## config.mk

```make
export PLATFORM = sky130hd
export DESIGN_NAME = rst_seq_ctrl
export DESIGN_NICKNAME = d
export VERILOG_FILES = /design/src/rtl/rst_seq_ctrl.sv
export SDC_FILE = /design/constraint.sdc
export NUM_CORES = 1
export LEC_CHECK = 0
export ABC_AREA = 1
export CAP_MARGIN = 20
export CORE_MARGIN = 8
export CORE_UTILIZATION = 57
export CTS_BUF_LIST = sky130_fd_sc_hd__clkbuf_16
export DETAILED_ROUTE_END_ITERATION = 7
export HOLD_SLACK_MARGIN = 0.12
export PLACE_DENSITY_LB_ADDON = 0.3
export SKIP_CTS_REPAIR_TIMING = 1
export SYNTH_ARGS = -nofsm -noshare
export SYNTH_HDL_FRONTEND = slang
export SYNTH_SLANG_ARGS = --single-unit
```

## constraint.sdc

```tcl
create_clock -name clk -period 1.8 [get_ports clk]
set_input_delay 0.54 -clock clk [delete_from_list [all_inputs] [get_ports clk]]
set_output_delay 0.54 -clock clk [all_outputs]
set_load 0.05 [all_outputs]
```

## src/rtl/rst_seq_ctrl.sv

```systemverilog
// Reset/run sequencer: releases NUM_CH reset domains in order behind ready handshakes, then times a run window.
// Optional RST_SEQ_REVERSE_EN: fault entry and soft restart re-assert released channels highest-first.
module rst_seq_ctrl #(
    parameter int NUM_CH        = 3,
    parameter int HOLD_CYCLES   = 4,
    parameter int STAGGER       = 2,
    parameter int READY_TIMEOUT = 8,
    parameter int RUN_CYCLES    = 10,
    parameter int CNT_W         = 16
) (
    input  logic              clk,
    input  logic              reset,
    input  logic              sw_rst_req,
    input  logic [NUM_CH-1:0] ch_ready,
    output logic [NUM_CH-1:0] ch_rst_n,
    output logic              run_done,
    output logic              fault,
    output logic [CNT_W-1:0]  cycle_count,
    output logic [2:0]        state_o
);

    localparam int IDX_W = (NUM_CH > 1) ? $clog2(NUM_CH) : 1;

    localparam logic [IDX_W-1:0] LAST_IDX  = IDX_W'(NUM_CH - 1);
    localparam logic [CNT_W-1:0] HOLD_LAST = CNT_W'(HOLD_CYCLES - 1);
    localparam logic [CNT_W-1:0] STAG_LAST = CNT_W'((STAGGER > 0) ? STAGGER - 1 : 0);
    localparam logic [CNT_W-1:0] TO_LAST   = CNT_W'(READY_TIMEOUT - 1);
    localparam logic [CNT_W-1:0] RUN_LAST  = CNT_W'(RUN_CYCLES - 1);

    typedef enum logic [2:0] {
        S_HOLD    = 3'd0,
        S_RELEASE = 3'd1,
        S_RUN     = 3'd2,
        S_DONE    = 3'd3,
        S_FAULT   = 3'd4
    } state_t;

    state_t           state;
    logic [CNT_W-1:0] cnt;
    logic [IDX_W-1:0] idx;
    logic             gap;   // waiting out STAGGER before releasing channel idx+1

`ifdef RST_SEQ_REVERSE_EN
    logic unwinding;

    // Released channels always form a contiguous prefix, so the top set bit is the last one released.
    function automatic logic [NUM_CH-1:0] drop_top(input logic [NUM_CH-1:0] v);
        logic [NUM_CH-1:0] r;
        logic              hit;
        r   = v;
        hit = 1'b0;
        for (int i = NUM_CH - 1; i >= 0; i--) begin
            if (!hit && r[i]) begin
                r[i] = 1'b0;
                hit  = 1'b1;
            end
        end
        return r;
    endfunction
`endif

    assign state_o = state;

    // NOTE: every register here is updated with <= so all branches see the same pre-edge values.
    always_ff @(posedge clk) begin
        if (reset) begin
            state       <= S_HOLD;
            cnt         <= '0;
            idx         <= '0;
            gap         <= 1'b0;
            ch_rst_n    <= '0;
            run_done    <= 1'b0;
            fault       <= 1'b0;
            cycle_count <= '0;
`ifdef RST_SEQ_REVERSE_EN
            unwinding   <= 1'b0;
`endif
        end else if (sw_rst_req) begin
            state       <= S_HOLD;
            cnt         <= '0;
            idx         <= '0;
            gap         <= 1'b0;
            run_done    <= 1'b0;
            fault       <= 1'b0;
            cycle_count <= '0;
`ifdef RST_SEQ_REVERSE_EN
            ch_rst_n    <= drop_top(ch_rst_n);
            unwinding   <= |ch_rst_n;
        end else if (unwinding) begin
            // HOLD proper starts the cycle after channel 0 has gone back into reset.
            if (ch_rst_n == '0) begin
                state     <= S_HOLD;
                unwinding <= 1'b0;
                cnt       <= '0;
            end else begin
                ch_rst_n  <= drop_top(ch_rst_n);
            end
`else
            ch_rst_n    <= '0;
`endif
        end else begin
            case (state)
                S_HOLD: begin
                    if (cnt == HOLD_LAST) begin
                        ch_rst_n[0] <= 1'b1;
                        state       <= S_RELEASE;
                        idx         <= '0;
                        gap         <= 1'b0;
                        cnt         <= '0;
                    end else begin
                        cnt <= cnt + CNT_W'(1);
                    end
                end

                S_RELEASE: begin
                    if (gap) begin
                        if (cnt == STAG_LAST) begin
                            ch_rst_n[idx + IDX_W'(1)] <= 1'b1;
                            idx <= idx + IDX_W'(1);
                            gap <= 1'b0;
                            cnt <= '0;
                        end else begin
                            cnt <= cnt + CNT_W'(1);
                        end
                    end else if (ch_ready[idx]) begin
                        if (idx == LAST_IDX) begin
                            state       <= S_RUN;
                            cycle_count <= '0;
                            cnt         <= '0;
                        end else if (STAGGER == 0) begin
                            ch_rst_n[idx + IDX_W'(1)] <= 1'b1;
                            idx <= idx + IDX_W'(1);
                            cnt <= '0;
                        end else begin
                            gap <= 1'b1;
                            cnt <= '0;
                        end
                    end else if (cnt == TO_LAST) begin
                        state       <= S_FAULT;
                        fault       <= 1'b1;
                        cycle_count <= '0;
`ifdef RST_SEQ_REVERSE_EN
                        ch_rst_n    <= drop_top(ch_rst_n);
                        unwinding   <= 1'b1;
`else
                        ch_rst_n    <= '0;
`endif
                    end else begin
                        cnt <= cnt + CNT_W'(1);
                    end
                end

                S_RUN: begin
                    if (cycle_count == RUN_LAST) begin
                        state    <= S_DONE;
                        run_done <= 1'b1;
                    end
                    cycle_count <= cycle_count + CNT_W'(1);
                end

                S_DONE: begin
                    ch_rst_n <= '1;
                end

                default: begin
                    cycle_count <= '0;
                end
            endcase
        end
    end

endmodule

```

After elaboration in Yosys (flattened, before gate mapping) --
Index checks and enable logic that the tools add are counted.
Word-level totals: flip-flop bits (word level) 43, word-level logic and storage cells 94
Operators by class: $add $sub $neg 3, magnitude comparators 3, equal/unequal tests 19, muxes and demuxes 39, bitwise logic cells 4, reductions and logical operators 17
Operators by type and width (count):
- two-way mux 16 bit | 9
- one-hot mux 16 bit (3 select lines) | 1
- adder 16 x 1 -> 16 bit (second input constant) | 2
- one-hot mux 16 bit (2 select lines) | 1
- two-way mux 3 bit | 10
- equality test 16 x 1 -> 1 bit (second input constant) | 1
- equality test 16 x 2 -> 1 bit (second input constant) | 1
- equality test 16 x 3 -> 1 bit (second input constant) | 1
- equality test 16 x 4 -> 1 bit (second input constant) | 1
- AND reduction 4 bit | 4
- != test 3 bit (second input constant) | 5
- != test 2 bit (second input constant) | 5
- one-hot mux 3 bit (3 select lines) | 1
- two-way mux 1 bit | 8
- one-hot mux 2 bit (2 select lines) | 2
- equality test 3 x 2 -> 1 bit (second input constant) | 2
- < comparator 2 x 3 -> 1 bit (second input constant) | 2
- two-way mux 2 bit | 3
- AND reduction 2 bit | 3
- AND reduction 6 bit | 1
- nonzero test 3 bit | 2
- AND reduction 5 bit | 1
- != test 4 bit (second input constant) | 1
- nonzero test 2 bit | 2
- 13 further kinds | 16

Longest topological paths before layout --
word-level depth 9, mapped depth 12, mapped depth without buffers 11

Least setup slack after synthesis --
No wires, ideal clock.
path kind flip-flop to flip-flop, start register state[1], in the netlist state_o[1], end register cnt[14], library setup time 128 ps, arrival 1722 ps, path slack -50 ps, stages on the path, launching flop included 11, buffers on the path 1, period minus slack after synthesis 1850 ps, cells stage by stage dfxtp_1 > inv_1 > nand3_4 > inv_6 > nand2_4 > nor2_4 > nor2_4 > buf_8 > nor2_2 > nor2_1 > nor2_1
Between the ends: longest elaborated chain between the ends 3, elaborated cells on any way between the ends 6, those cells by class eq/ne (2); mux (1); reduce/logical (3)
RTL lines:
- from (decl) | RTL line 38 | state_t state;
- from (signal assigned) | RTL line 67 | state <= S_HOLD;
- from (signal assigned) | RTL line 79 | state <= S_HOLD;
- from (signal assigned) | RTL line 106 | state <= S_RELEASE;
- equality test 3 x 1 -> 1 bit or zero test 3 bit (tied branches) | RTL line 102 | case (state)
- != test 4 bit (no source line) or nonzero test 2 bit (tied branches)
- AND reduction 2 bit (no source line)
- to (signal assigned) | RTL line 111 | cnt <= cnt + CNT_W'(1);
- to (signal assigned) | RTL line 123 | cnt <= cnt + CNT_W'(1);
- to (signal assigned) | RTL line 149 | cnt <= cnt + CNT_W'(1);
- to (decl) | RTL line 39 | logic [CNT_W-1:0] cnt;
Parallel ways exist; a longest one is shown, timed or not. A chain may end at the register's enable or synchronous reset.

Worst setup path after layout --
start register state[1], in the netlist state_o[1], end register cnt[13]
Same word-level chain as after synthesis.

==> key figures <==
Flow run
  – Maxcap violations: 0

Pwr
  – Maximum vdd drop: ~0.46 mV
  – Switching share of power: 30.8%
  – Combinational Power Share: 24.0%
  – Cell internal pwr: approximately 1.7 mW
  – Overall Power: 2.45 mW
  – Clock power frac: 35.5%
  – Sequential power share: 40.5%
  – Pwr dens: 650 mW/mm²
  – Switching Power: 754 µW
  – Static Leak: about 1.5 nW

Die
  – Die area: 0.00741 mm²
  – Initial core utilization: 59.3%
  – Chip width: about 86 µm
  – Core Region: 0.00472 mm²
  – Die height: roughly 86 µm
  – Io pins: 30
  – Site Rows: 25

Yosys
  – Synth Area per Inst: roughly 6.3 µm²
  – Post-synth top area share: between 30 and 40%
  – Sequential fraction of the synthesis area: 30.8%
  – Cells after Synth: 443
  – EDFF count, synth: 0
  – Syn Std Cell Area: 0.00280 mm²
  – Synth area leader: dfxtp_1
  – Synth Flop Type: dfxtp_1
  – Synth area leaders: dfxtp_1 31%, nand2_1 16%, nand3_1 8.6%, nor2_1 7.5%, inv_1 7.4%
  – Yosys warns: 0
  – Library cells used by synthesis: 34
  – Synthesized flop and latch total: 43
  – Post-Syn Nets: 457
  – Fraction of registers with async set/reset: 0%

Route
  – Pre-Repair DR Iteration Count: 5
  – DR iter-0 viols: 312
  – DRC viols: 0
  – Met3 Wirelength: 533 µm
  – Met2 wire len: 3.93 mm
  – Post-DR vias/cell: 5.57
  – Routed wire length per instance: 13.7 µm
  – Via count: 3134
  – Drt total wl: 7.70 mm
  – Top Layer Used: met4
  – Wl on met1: about 3.1 mm
  – Final ANT Viol Nets: 0

Worst hold path
  – Hold Crit Class: reg -> reg

GRT
  – Initial antenna violation count: 0
  – Number of global-route vias before repair: 2773
  – Grt total ovfl: 0
  – First-pass GRT wire length: 11.8 mm
  – Pin count of the biggest net entering global routing: 23
  – Gr usage total: 19.0%

STA
  – Hold Vio Cnt, Final: 0
  – Slew Limit Fails: 0
  – Min Tclk post-route: 1.71 ns
  – Final setup vio count: 0
  – Clk_skew: 0.00504 ns
  – Slew headroom: a little over two thirds
  – Setup tns final: 0 ns
  – Final hold slack: 0.463 ns
  – Slew @ Worst Pin: 0.450 ns
  – Final period util: 95.0%
  – Fmax: 0.585 GHz

Cells and area
  – FILL cells: between 300 and 400
  – Layout cells sized above 1: 19.6%
  – Antenna diodes: 0
  – Final #Nets: 509
  – Layout Area Growth over Synthesis: 34.6%
  – Post-Layout Cell Count: 563

CTS
  – H-tree depth: 2
  – Clk_lat worst skew: ~0.28 ns
  – CTS Sinks: 43
  – Clock-pin transition on the worst setup and hold timing paths: 0.06 ns
  – Root Driver: clkbuf_16
  – TritonCTS Buffers: 5
  – CTS tree: yes
  – CTS Buffer Depth: 2

Worst setup path
  – Startpoint Class: flip-flop
  – Worst setup EP type: flip-flop
  – Arrival @ worst endpoint: 1.89 ns
  – Crit Path Category: reg -> reg
  – Critical Path RT: 1.97 ns
  – Crit path max fanout: 9

Outcome
  – Status: complete, no violations

Placed design
  – DP HPWL: approximately 5.2 mm
  – PortBufs: 29
  – Placer congestion estimate: approximately 0.9
  – Placed instance count: 550
## per-layer routing
| metal | vias to the layer above | track usage [%] |
|---|---|---|
| met4 | 0 | 7.96 |
| li1 | 1535 | - |
| met5 | - | 0 |
| met1 | 1451 | 21.9 |
| met3 | 16 | 4.11 |
| met2 | 132 | 32.9 |
## cells in the final DEF (no fill, tap or decap), drive strengths merged, types with 6 or more instances in the layout
| master | synthesis | final |
|---|---|---|
| nand4 | 17 | 17 |
| inv | 59 | 61 |
| nor3 | 9 | 9 |
| clkbuf | 3 | 6 |
| buf | 3 | 45 |
| ha | 8 | 8 |
| o21ai | 11 | 11 |
| nand3 | 53 | 53 |
| a21oi | 30 | 30 |
| dfxtp | 43 | 43 |
| nand2 | 128 | 128 |
| nor2 | 67 | 67 |
## kinds of logic after synthesis
kind of cell / after synthesis / synth area share (%)
XOR/XNOR: 2 / 0.626
AO/OA/AOI/OAI: 48 / 9.48
flip-flops: 43 / 30.8
buffers and inverters: 65 / 9.70
adder cells (fa/ha/maj): 8 / 3.58
AND/OR/NAND/NOR: 277 / 45.9
## state kept, by name, indices dropped and copies added, names as in the netlist
name	flops
gap	1
state_o	3
cycle_count	16
run_done	1
fault	1
ch_rst_n	3
cnt	16
idx	2
## power by group through the flow
| stage | Sequential [mW] | Clock (mW) | Combinational [mW] |
|---|---|---|---|
| 6_report | 0.993 | 0.870 | 0.587 |
| 2_1_floorplan | 1.05 | 0 | 0.307 |
| 3_3_place_gp | 1.01 | 0 | 0.500 |
| 4_1_cts | 0.989 | 0.873 | 0.517 |
| 3_5_place_dp | 1.01 | 0 | 0.513 |
| 5_1_grt | 0.995 | 0.911 | 0.627 |
## worst max-delay path, cell delays in order (launching register included)
cell     delay [ns]
dfxtp_2        0.34
inv_1          0.18
nand3_4        0.20
inv_6          0.15
nand3_1        0.21
nand3_2        0.17
nand2_1        0.12
nand2_4        0.16
nor2_1         0.06
## path summary, 6_finish.rpt
kind / start / to / slack [ns] / cells past startpoint
min reg2reg: run_done / run_done / 0.46 / 2
min: run_done / run_done / 0.46 / 2
max reg2reg: state_o[1] / cnt[13] / 0.09 / 8
max: state_o[1] / cnt[13] / 0.09 / 8
## synthesized netlist by cell type, types with 2 or more instances
cell type / number
nand2_2: 5
nand4_1: 17
o21bai_1: 2
nand3_2: 4
a21oi_1: 28
nor3_1: 8
dfxtp_1: 43
clkbuf_1: 3
a21oi_2: 2
nor2_4: 5
nor2_2: 6
a31oi_1: 3
or2_2: 2
inv_1: 55
nor2_1: 56
o21ai_0: 9
ha_1: 8
nand3_1: 48
nand2_1: 122
inv_2: 3
## metrics by stage
step	instance area, µm²	setup slack, ns	utilization [%]
floorplan	2800	0.0144	-
global route	3770	-0.0313	79.7
CTS	3620	-0.0490	76.7
detailed placement	3480	-0.328	73.8
global placement	3480	-0.253	73.8
finish	3770	0.0894	79.7
## area by class of cell
| class | instances | area [µm²] | share of cell area (%) |
|---|---|---|---|
| multi-input combinational | 335 | 1740 | 46.3 |
| sequential | 43 | 866 | 23.0 |
| timing repair buffer | 51 | 708 | 18.8 |
| inverter | 59 | 226 | 6.01 |
| clock buffer | 5 | 125 | 3.32 |
| tap | 67 | 83.8 | 2.23 |
| clock inverter | 3 | 12.5 | 0.332 |
Note: power is estimated with default switching activity, not from simulation.
